==> config.mk <==
export PLATFORM = sky130hd
export DESIGN_NAME = if_id_buffer
export DESIGN_NICKNAME = d
export VERILOG_FILES = /design/src/rtl/if_id_buffer_pkg.sv /design/src/rtl/if_id_buffer_sat_counter.sv /design/src/rtl/if_id_buffer.sv
export SDC_FILE = /design/constraint.sdc
export NUM_CORES = 1
export LEC_CHECK = 0
export BUFFER_PORTS_ARGS = -buffer_cell sky130_fd_sc_hd__buf_2
export CAP_MARGIN = 20
export CELL_PAD_IN_SITES_DETAIL_PLACEMENT = 1
export CELL_PAD_IN_SITES_GLOBAL_PLACEMENT = 1
export CORE_MARGIN = 1.5
export CORE_UTILIZATION = 35
export DETAILED_ROUTE_END_ITERATION = 8
export PLACE_DENSITY = 0.68
export SKIP_LAST_GASP = 1
export SLEW_MARGIN = 20
export SYNTH_ARGS = -nofsm -noshare
export SYNTH_HDL_FRONTEND = slang
export SYNTH_SLANG_ARGS = --single-unit
export TNS_END_PERCENT = 20
==> constraint.sdc <==
create_clock -name clk -period 4.8 [get_ports clk]
set_clock_uncertainty 0.05 [all_clocks]
set_input_delay 0.24 -clock clk [delete_from_list [all_inputs] [get_ports clk]]
set_output_delay 0.24 -clock clk [all_outputs]
set_load 0.005 [all_outputs]
==> src/rtl/if_id_buffer_pkg.sv <==
// Shared definitions for the IF->ID boundary.
//
// Contents:
//   FETCH_PC_W  default width of the PC, instruction and predicted-PC fields
//   FETCH_HP_W  default width of the BTB hit-position field
//   NOP_INSTR   instruction word presented to decode while the buffer is empty
//   fetch_t     one fetch bundle at the default widths, for neighbouring stages
//   fetch_empty helper returning an all-zero (NOP) bundle
package if_id_buffer_pkg;

  localparam int unsigned FETCH_PC_W = 32;
  localparam int unsigned FETCH_HP_W = 3;

  // All-zero encoding doubles as a NOP, so a cleared head is safe for decode.
  localparam logic [31:0] NOP_INSTR = 32'h0;

  typedef struct packed {
    logic [FETCH_PC_W-1:0] pc;
    logic [FETCH_PC_W-1:0] instr;
    logic [FETCH_PC_W-1:0] pc_pre;
    logic [FETCH_HP_W-1:0] hitpos;
    logic                  hit;
  } fetch_t;

  function automatic fetch_t fetch_empty();
    fetch_t f;
    f        = '0;
    f.instr  = NOP_INSTR;
    return f;
  endfunction

endpackage

==> src/rtl/if_id_buffer_sat_counter.sv <==
// Saturating event counter.
//
// Counts cycles in which inc is high, sticking at the all-ones value instead of
// wrapping. Cleared only by reset. Usable for any per-cycle stall statistic.
//
// Ports:
//   clk    system clock, rising edge
//   RST    synchronous active-low reset
//   inc    count this cycle
//   count  current count value
module if_id_buffer_sat_counter #(
  parameter int unsigned W = 16
) (
  input  logic         clk,
  input  logic         RST,
  input  logic         inc,
  output logic [W-1:0] count
);

  localparam logic [W-1:0] SatMax = '1;

  logic [W-1:0] cnt_q;
  logic [W-1:0] cnt_d;

  always_comb begin
    cnt_d = cnt_q;
    if (inc && (cnt_q != SatMax)) begin
      cnt_d = cnt_q + W'(1);
    end
  end

  always_ff @(posedge clk) begin
    if (!RST) begin
      cnt_q <= '0;
    end else begin
      cnt_q <= cnt_d;
    end
  end

  assign count = cnt_q;

endmodule

==> src/rtl/if_id_buffer.sv <==
// Registered IF->ID boundary stage.
//
// A two-entry skid FIFO between fetch and decode. The head register drives all
// id_* outputs directly; the skid register catches the one fetch that arrives
// while decode stalls, so if_ready depends only on registered occupancy and
// halt, never on id_ready. Flush drops every held entry. A saturating counter
// tracks cycles where decode was ready but starved.
//
// Ports:
//   clk, RST                      clock, synchronous active-low reset
//   if_valid, if_pc, if_instr,    fetch bundle offered by the fetch stage
//   if_pc_pre, if_hitpos, if_hit
//   if_ready                      buffer can accept (fetch stalls when low)
//   flush                         discard all held entries
//   halt                          stop accepting, keep draining
//   id_ready                      decode takes the head entry this cycle
//   id_valid, id_pc, id_instr,    head entry; data fields are zero when empty
//   id_pc_pre, id_hitpos, id_hit
//   bubble_cnt                    saturating count of decode-starved cycles
module if_id_buffer
  import if_id_buffer_pkg::*;
#(
  parameter int unsigned PC_W  = FETCH_PC_W,
  parameter int unsigned HP_W  = FETCH_HP_W,
  parameter int unsigned CNT_W = 16
) (
  input  logic             clk,
  input  logic             RST,
  // fetch side
  input  logic             if_valid,
  input  logic [PC_W-1:0]  if_pc,
  input  logic [PC_W-1:0]  if_instr,
  input  logic [PC_W-1:0]  if_pc_pre,
  input  logic [HP_W-1:0]  if_hitpos,
  input  logic             if_hit,
  output logic             if_ready,
  // control
  input  logic             flush,
  input  logic             halt,
  // decode side
  input  logic             id_ready,
  output logic             id_valid,
  output logic [PC_W-1:0]  id_pc,
  output logic [PC_W-1:0]  id_instr,
  output logic [PC_W-1:0]  id_pc_pre,
  output logic [HP_W-1:0]  id_hitpos,
  output logic             id_hit,
  // statistics
  output logic [CNT_W-1:0] bubble_cnt
);

  typedef struct packed {
    logic [PC_W-1:0] pc;
    logic [PC_W-1:0] instr;
    logic [PC_W-1:0] pc_pre;
    logic [HP_W-1:0] hitpos;
    logic            hit;
  } entry_t;

  // Cleared entry: every field zero, instruction is the NOP encoding.
  localparam entry_t EmptyEntry = '{
    pc:     '0,
    instr:  PC_W'(NOP_INSTR),
    pc_pre: '0,
    hitpos: '0,
    hit:    1'b0
  };

  // Occupancy encoding.
  localparam logic [1:0] OccEmpty = 2'd0;
  localparam logic [1:0] OccOne   = 2'd1;
  localparam logic [1:0] OccFull  = 2'd2;

  logic [1:0] count_q, count_d;
  entry_t     head_q, head_d;
  entry_t     skid_q, skid_d;
  entry_t     in_entry;
  logic       push;
  logic       pop;

  assign in_entry = '{
    pc:     if_pc,
    instr:  if_instr,
    pc_pre: if_pc_pre,
    hitpos: if_hitpos,
    hit:    if_hit
  };

  // Registered-state-only ready; decode backpressure is absorbed by the skid.
  assign if_ready = (count_q != OccFull) & ~halt;
  assign id_valid = (count_q != OccEmpty);

  assign push = if_valid & if_ready & ~flush;
  assign pop  = id_valid & id_ready;

  always_comb begin
    count_d = count_q;
    head_d  = head_q;
    skid_d  = skid_q;

    if (flush) begin
      count_d = OccEmpty;
      head_d  = EmptyEntry;
      skid_d  = EmptyEntry;
    end else begin
      case (count_q)
        OccEmpty: begin
          if (push) begin
            head_d  = in_entry;
            count_d = OccOne;
          end
        end
        OccOne: begin
          if (push && !pop) begin
            skid_d  = in_entry;
            count_d = OccFull;
          end else if (push && pop) begin
            head_d  = in_entry;
          end else if (pop) begin
            head_d  = EmptyEntry;
            count_d = OccEmpty;
          end
        end
        OccFull: begin
          // if_ready is low here, so push cannot occur.
          if (pop) begin
            head_d  = skid_q;
            skid_d  = EmptyEntry;
            count_d = OccOne;
          end
        end
        default: begin
          // Unreachable encoding; recover to empty.
          count_d = OccEmpty;
          head_d  = EmptyEntry;
          skid_d  = EmptyEntry;
        end
      endcase
    end
  end

  always_ff @(posedge clk) begin
    if (!RST) begin
      count_q <= OccEmpty;
      head_q  <= EmptyEntry;
      skid_q  <= EmptyEntry;
    end else begin
      count_q <= count_d;
      head_q  <= head_d;
      skid_q  <= skid_d;
    end
  end

  assign id_pc     = head_q.pc;
  assign id_instr  = head_q.instr;
  assign id_pc_pre = head_q.pc_pre;
  assign id_hitpos = head_q.hitpos;
  assign id_hit    = head_q.hit;

  // Decode wanted work but had none; counts during flush cycles too.
  if_id_buffer_sat_counter #(
    .W (CNT_W)
  ) u_bubble_cnt (
    .clk   (clk),
    .RST   (RST),
    .inc   (id_ready & ~id_valid),
    .count (bubble_cnt)
  );

endmodule

==> results.py, run 1 <==
metrics = {
    "synth": {
        "synthDominantAreaCellType": "dfxtp_1",
        "post_synth_inst_count": 834,
        "most_used_dff_post_synth": "dfxtp_1",
        "avgSynthCellArea_um2": 10.09,
        "netlist_top_cells_area": "dfxtp_1 (52%), a22oi_1 (17%), o2bb2ai_1 (8.5%)",
        "synthesis.area_mm2": 0.008414,
        "synth.lib_cells_used.distinct": 45,
        "seq_area_frac_synth_pct": 51.87,
        "synth.ff_latch_count": 218,
        "synth.yosys.warnings": 0,
        "async_flop_share_pct": 0,
        "netlist.area_leader.share_pct": 51.87,
        "syn-num-nets": 941,
        "synth_most_common_cell": "dfxtp_1",
        "yosys-top-cells-count": "dfxtp_1 (218), a22oi_1 (186), nor2_1 (93)",
        "synth_edf_count": 0,
    },
    "setup_path": {
        "cp_data_required_time_ps": 5170,
        "worstPathCellList": "nor3b_1 -> a211oi_4 -> buf_4 -> nor2_4 -> buf_12 -> o2bb2ai_1",
        "crit_path_end_kind": "flop",
        "worst-endpoint-arrival_ps": 3390,
        "cp_max_fo": 62,
        "critical_path.startpoint_type": "flop",
        "worst-setup-path-type": "reg2reg",
        "critical_path_buf_inv_count": 2,
        "cp_slowest_cell": "dfxtp_1",
        "cpPeakStageDelay_ps": 920,
        "critical-path-top-delay-family": "simple AND/OR/NAND/NOR gates",
    },
    "route": {
        "initialDrtViolationCount": 408,
        "dr_vias": 7866,
        "detail_route.wirelength_um": 26920,
        "final_routed_wire_length_divided_by_cell_count_um": 18.55,
        "route.antenna.remaining_nets": 0,
        "per_cell_via_count_in_the_routed_design": 5.421,
        "drt_pre_antenna_iters": 5,
        "drc_errors": 0,
    },
    "global_routing": {
        "grt_pass1_wl_um": 42570,
        "track_usage_pct": 21.06,
        "number_of_antenna_violations_at_the_first_check_in_global_routing": 0,
        "first_global_vias": 8144,
        "grt_start_max_net_pins": 83,
        "grt_overflow_total": 0,
    },
    "sta": {
        "fin_worst_hold_slack_ps": 44.49,
        "timing.final.crit_period_ps": 3018,
        "achievable-frequency_ghz": 0.3314,
        "final-setup-viol-count": 0,
        "finalCritPeriodShare_pct": 62.86,
        "rsz0062_at_grt": "false",
        "hold_violations": 0,
        "tightestPinTransition_ps": 1053,
        "slew_headroom_pct": 29.83,
        "fin_tns_setup_ps": 0,
        "setup_ws_ps": 1782,
        "drv_slew": 0,
    },
    "floorplan": {
        "die_w_um": 158.1,
        "start_util_pct": 35.74,
        "rows": 56,
        "dieArea_mm2": 0.02498,
        "dieHeight_um": 158.1,
        "core_region_area_mm2": 0.02354,
        "design.portCount": 224,
    },
    "place": {
        "gp_routability_congestion": 0.7248,
        "post-dp-hpwl_um": 15140,
        "post-place-ws_ps": 1826,
        "io_buf_count": 223,
        "placed_cells_incl_taps": 1304,
    },
    "finish": {
        "fillers": 2693,
        "multiInputGateArea_mm2": 0.003591,
        "utilization_pct": 48.47,
        "synthToLayoutAreaGrowth_pct": 35.61,
        "final_cell_count_without_fillers": 1451,
        "seqCellArea_mm2": 0.004364,
        "design.final.nets": 1220,
        "antenna_diode_count": 0,
        "fraction_of_layout_cells_with_a_size_suffix_above_1_pct": 25.80,
    },
    "clocking": {
        "cts.sink_count": 218,
        "cts-root-to-sink-buffers": 3,
        "clk_pin_slew_worst_paths_ps": 60,
        "tritoncts_clock_tree": "built",
        "clock-root-buffer": "clkbuf_16",
        "cts_inserted_buffers": 25,
        "cts_max_level": 1,
        "clkLatencyLatePin_ps": 520,
        "cts_repair_resize_count": 0,
    },
    "outcome": {
        "outcome": "complete, no violations",
    },
    "pwr": {
        "worst_ir_drop_vdd_uv": 178.6,
        "powerDensity_mw_per_mm2": 346.1,
        "power.static_leakage_nw": 4.319,
    },
    "flow_run": {
        "max_cap_viol_count": 0,
    },
    "worst_hold_path": {
        "worstHoldPathType": "in2reg",
    },
}
-- worst reg2reg max path, cell delays in order, from the launching register on --
cell and delay (ps):
dfxtp_1 920, nor3b_1 490, a211oi_4 70, buf_4 260, nor2_4 560, buf_12 370, o2bb2ai_1 220
-- final timing paths --
| path | startpoint | endpoint | slack [ps] | depth (start not counted) |
|---|---|---|---|---|
| worst max-delay path | count_q[1] | id_pc[20] | 1780 | 6 |
| worst min-delay path | RST | u_bubble_cnt.count[0] | 40 | 3 |
| worst max register to register | count_q[1] | id_pc[20] | 1780 | 6 |
| worst min register to register | skid_q[91] | skid_q[91] | 400 | 2 |
-- cells in the final DEF (no fill, tap or decap), types with 2 or more instances in the layout --
cell type,Yosys,layout
buf_2,18,223
dfxtp_1,218,218
a22oi_1,186,186
dlygate4sd3_1,0,100
nor2_1,93,92
o2bb2ai_1,82,82
a21oi_1,45,44
clkbuf_16,0,25
nand2_1,22,22
o21ai_0,22,22
nand4b_1,14,14
clkinv_2,0,9
clkbuf_8,0,8
buf_4,4,8
nand3_1,7,7
o31ai_1,7,7
or4_1,7,7
nand4_1,5,5
or3_1,4,4
and4_1,3,3
inv_1,3,3
nor2b_1,3,3
clkbuf_1,40,3
o311ai_0,2,2
o41ai_1,2,2
nor3_1,2,2
mux2i_1,2,2
nor3b_1,2,2
buf_12,0,2
-- repair_timing --
action                    CTS  global route
hold endpoints to repair  168             0
hold buffers              100             0
buffers inserted            0             0
-- area by class of cell --
class                   count  area share (%)
clock inverters            10          0.4715
multi-input cells         531           31.47
flip-flops and latches    218           38.25
repair buffers            334           19.67
inverters                   3         0.09868
well taps                 319           3.498
clock buffers              36           6.546
-- report_power, final --
group / switching (mW) / total (mW) / internal [mW]
registers: 0.0129 / 1.84 / 1.83
logic: 0.145 / 0.277 / 0.132
clock network: 0.754 / 1.83 / 1.08
total: 0.912 / 3.95 / 3.04
-- logic make-up (layout without fill, tap and decap cells) --
group | count (synthesis) | in the layout | synth area share, %
AOI/OAI and AO/OA | 352 | 352 | 30.86
DFF | 218 | 218 | 51.87
and+or+nand+nor | 176 | 176 | 11.05
buffers and inverters | 85 | 383 | 5.844
muxes | 2 | 2 | 0.2379
adders and majority gates | 1 | 1 | 0.1487
-- sequential cells by signal (all words and copies together), names as in the netlist --
register / cells
skid_q: 100
id_instr: 32
id_pc: 32
id_pc_pre: 32
u_bubble_cnt.count: 16
id_hitpos: 3
count_q: 2
id_hit: 1
-- metal layers --
metal / track usage (%) / vias to the layer above / wire, µm
li1: - / 3754 / -
met1: 26.92 / 3883 / 12300
met2: 36.40 / 198 / 12720
met3: 3.942 / 31 / 1409
met4: 5.429 / 0 / 493
met5: 0 / - / 0
-- through the flow --
step	power, mW	cell area [µm²]
2_1_floorplan	1.989	8414
3_3_place_gp	2.087	9579
3_5_place_dp	2.089	9579
4_1_cts	3.997	11380
5_1_grt	4.116	11410
6_report	3.949	11410
(Power assumes the default switching activity.)
==> run 2: changes to the inputs <==
clock period = 2.8 ns   (was 4.8 ns; I/O delays follow)
==> run 2 against run 1 <==
Effect of this change:
- via count is 0.56% higher
- global-route usage decreased by 0.41 points
- total power rose by 73%
- critical path depth unchanged
- worst setup slack worse by 1100 ps
- cell area increased by 1.2%
- core utilization grew 0.58 points
- sequential power grew 71%
- clock-buffer cell count unchanged
- hold slack improved by 94 ps
- combinational power rose by 77%
- register-to-register slack lost 1100 ps
- largest cell class unchanged
- largest power group is now clock
- highest routed layer unchanged
==> results.py, run 2 (synthesized netlist as in run 1, its figures left out) <==
metrics = {
    "clocking": {
        "tritoncts_clock_tree": "built",
        "clock-root-buffer": "clkbuf_16",
        "cts-root-to-sink-buffers": 3,
        "clk_pin_slew_worst_paths_ps": 60,
        "clkLatencyLatePin_ps": 510,
        "cts_inserted_buffers": 25,
        "cts.sink_count": 218,
        "cts_max_level": 1,
        "cts_repair_resize_count": 0,
    },
    "floorplan": {
        "die_w_um": 158.1,
        "design.portCount": 224,
        "rows": 56,
        "dieArea_mm2": 0.02498,
        "dieHeight_um": 158.1,
        "core_region_area_mm2": 0.02354,
        "start_util_pct": 35.74,
    },
    "worst_hold_path": {
        "worstHoldPathType": "in2reg",
    },
    "pwr": {
        "p_comb_share_pct": 7.2,
        "seq_power_share_pct": 46.2,
        "power.static_leakage_nw": 4.370,
        "power_frac_clock_pct": 46.6,
        "internal_power_of_the_cells_mw": 5.278,
        "power_switching_share_pct": 22.62,
        "powerDensity_mw_per_mm2": 590.7,
        "worst_ir_drop_vdd_uv": 324.5,
        "net-switching-power_mw": 1.543,
    },
    "setup_path": {
        "cpPeakStageDelay_ps": 560,
        "worst-endpoint-arrival_ps": 2510,
        "cp_data_required_time_ps": 3170,
        "worst-setup-path-type": "reg2reg",
        "crit_path_end_kind": "flop",
        "cp_slowest_cell": "and2_2",
        "critical_path.startpoint_type": "flop",
        "cp_max_fo": 34,
        "worstPathCellList": "buf_4 -> nor2b_1 -> and2_2 -> buf_12 -> a22oi_1 -> o2bb2ai_1",
    },
    "route": {
        "final_routed_wire_length_divided_by_cell_count_um": 18.25,
        "drt_pre_antenna_iters": 7,
        "detail_route.wirelength_um": 26660,
        "drc_errors": 0,
        "per_cell_via_count_in_the_routed_design": 5.414,
        "route.antenna.remaining_nets": 0,
        "dr_vias": 7910,
        "initialDrtViolationCount": 429,
    },
    "sta": {
        "achievable-frequency_ghz": 0.4657,
        "fin_worst_hold_slack_ps": 138.7,
        "finalCritPeriodShare_pct": 76.69,
        "timing.final.crit_period_ps": 2147,
        "fin_tns_setup_ps": 0,
        "rsz0062_at_grt": "false",
        "final-setup-viol-count": 0,
        "hold_violations": 0,
        "drv_slew": 0,
        "slew_headroom_pct": 38.67,
        "tightestPinTransition_ps": 919.9,
    },
    "finish": {
        "final_cell_count_without_fillers": 1461,
        "mostFrequentLayoutCells": "buf_2 (223), dfxtp_1 (218), a22oi_1 (186)",
        "leading_cell_type_in_the_layout_fill_and_taps_excluded": "buf_2",
        "fraction_of_layout_cells_with_a_size_suffix_above_1_pct": 25.68,
        "synthToLayoutAreaGrowth_pct": 37.23,
        "design.final.nets": 1230,
        "largest_reg_by_ff_count": "skid_q",
        "largest_reg_flops": 100,
        "fillers": 2700,
    },
    "global_routing": {
        "globalRouteMet1Util_pct": 27.18,
        "grt_start_max_net_pins": 185,
        "grt_overflow_total": 0,
        "number_of_antenna_violations_at_the_first_check_in_global_routing": 1,
        "global_route.usage.met3_pct": 3.285,
        "first_global_vias": 8063,
        "grt_pass1_wl_um": 42060,
        "met2_track_usage_gr_pct": 35.17,
        "track_usage_pct": 20.66,
        "grt_most_used_layer": "met2",
    },
    "place": {
        "gp_routability_congestion": 0.7304,
        "io_buf_count": 223,
        "post-dp-hpwl_um": 15090,
        "placed_cells_incl_taps": 1314,
    },
    "flow_run": {
        "max_cap_viol_count": 0,
    },
    "outcome": {
        "outcome": "complete, no violations",
    },
}
-- run 2: changes by cell type in the layout (fill, tap and decap cells not counted), moves of 2 or more --
cell and delta:
buf_12 +7, buf_4 +3, bufinv_16 +2, clkbuf_1 +5, clkbuf_8 -5, clkinv_2 -3
-- run 2: worst paths after layout --
check	startpoint	endpoint	slack (ps)	cells after the start
worst max-delay path	count_q[0]	id_instr[5]	650	6
worst min-delay path	id_ready	count_q[1]	140	4
worst max register to register	count_q[0]	id_instr[5]	650	6
worst min register to register	skid_q[96]	skid_q[96]	410	2
-- run 2: timing repair --
item | CTS | global route
hold endpoints to repair | 204 | 0
buffers inserted | 0 | 0
hold buffers | 101 | 0
endpoints found under the setup margin | 0 | 0
-- run 2: cell type report --
type	instances	area, µm²	share of cell area (%)
clock inverters	9	98.84	0.8560
clock buffers	36	696.9	6.035
repair buffers	344	2390	20.70
multi-input cells	531	3585	31.04
inverters	3	11.26	0.09752
diodes	1	2.502	0.02167
well taps	319	399.1	3.457
flip-flops and latches	218	4364	37.79
-- run 2: critical path: cells and delay by family (launching register included) --
kind / cells / cell delay (ps)
flops: 1 / 410
compound gates: 2 / 310
buf+inv: 2 / 540
simple gates: 2 / 720
-- run 2: through the flow --
stage | worst slack (ps) | cell area (µm²) | total power, mW | utilization (%)
after floorplan | 1106 | 8414 | 3.410 | -
after global placement | 730.0 | 9738 | 3.590 | 41.36
after detailed placement | 717.5 | 9738 | 3.592 | 41.36
after CTS | 681.5 | 11540 | 6.912 | 49.04
after global routing | 497.8 | 11550 | 7.090 | 49.05
final | 652.6 | 11550 | 6.821 | 49.05
-- run 2: metal layers --
metal / routed length, µm / vias up
li1: - / 3765
met5: 0 / -
met4: 403 / 0
met3: 1199 / 30
met2: 12670 / 187
met1: 12390 / 3928
-- run 2: power groups by stage --
stage | clock [mW] | combinational [mW] | sequential, mW
2_1_floorplan | 0 | 0.191 | 3.22
3_3_place_gp | 0 | 0.371 | 3.22
3_5_place_dp | 0 | 0.373 | 3.22
4_1_cts | 3.27 | 0.487 | 3.15
5_1_grt | 3.41 | 0.531 | 3.15
6_report | 3.18 | 0.489 | 3.15
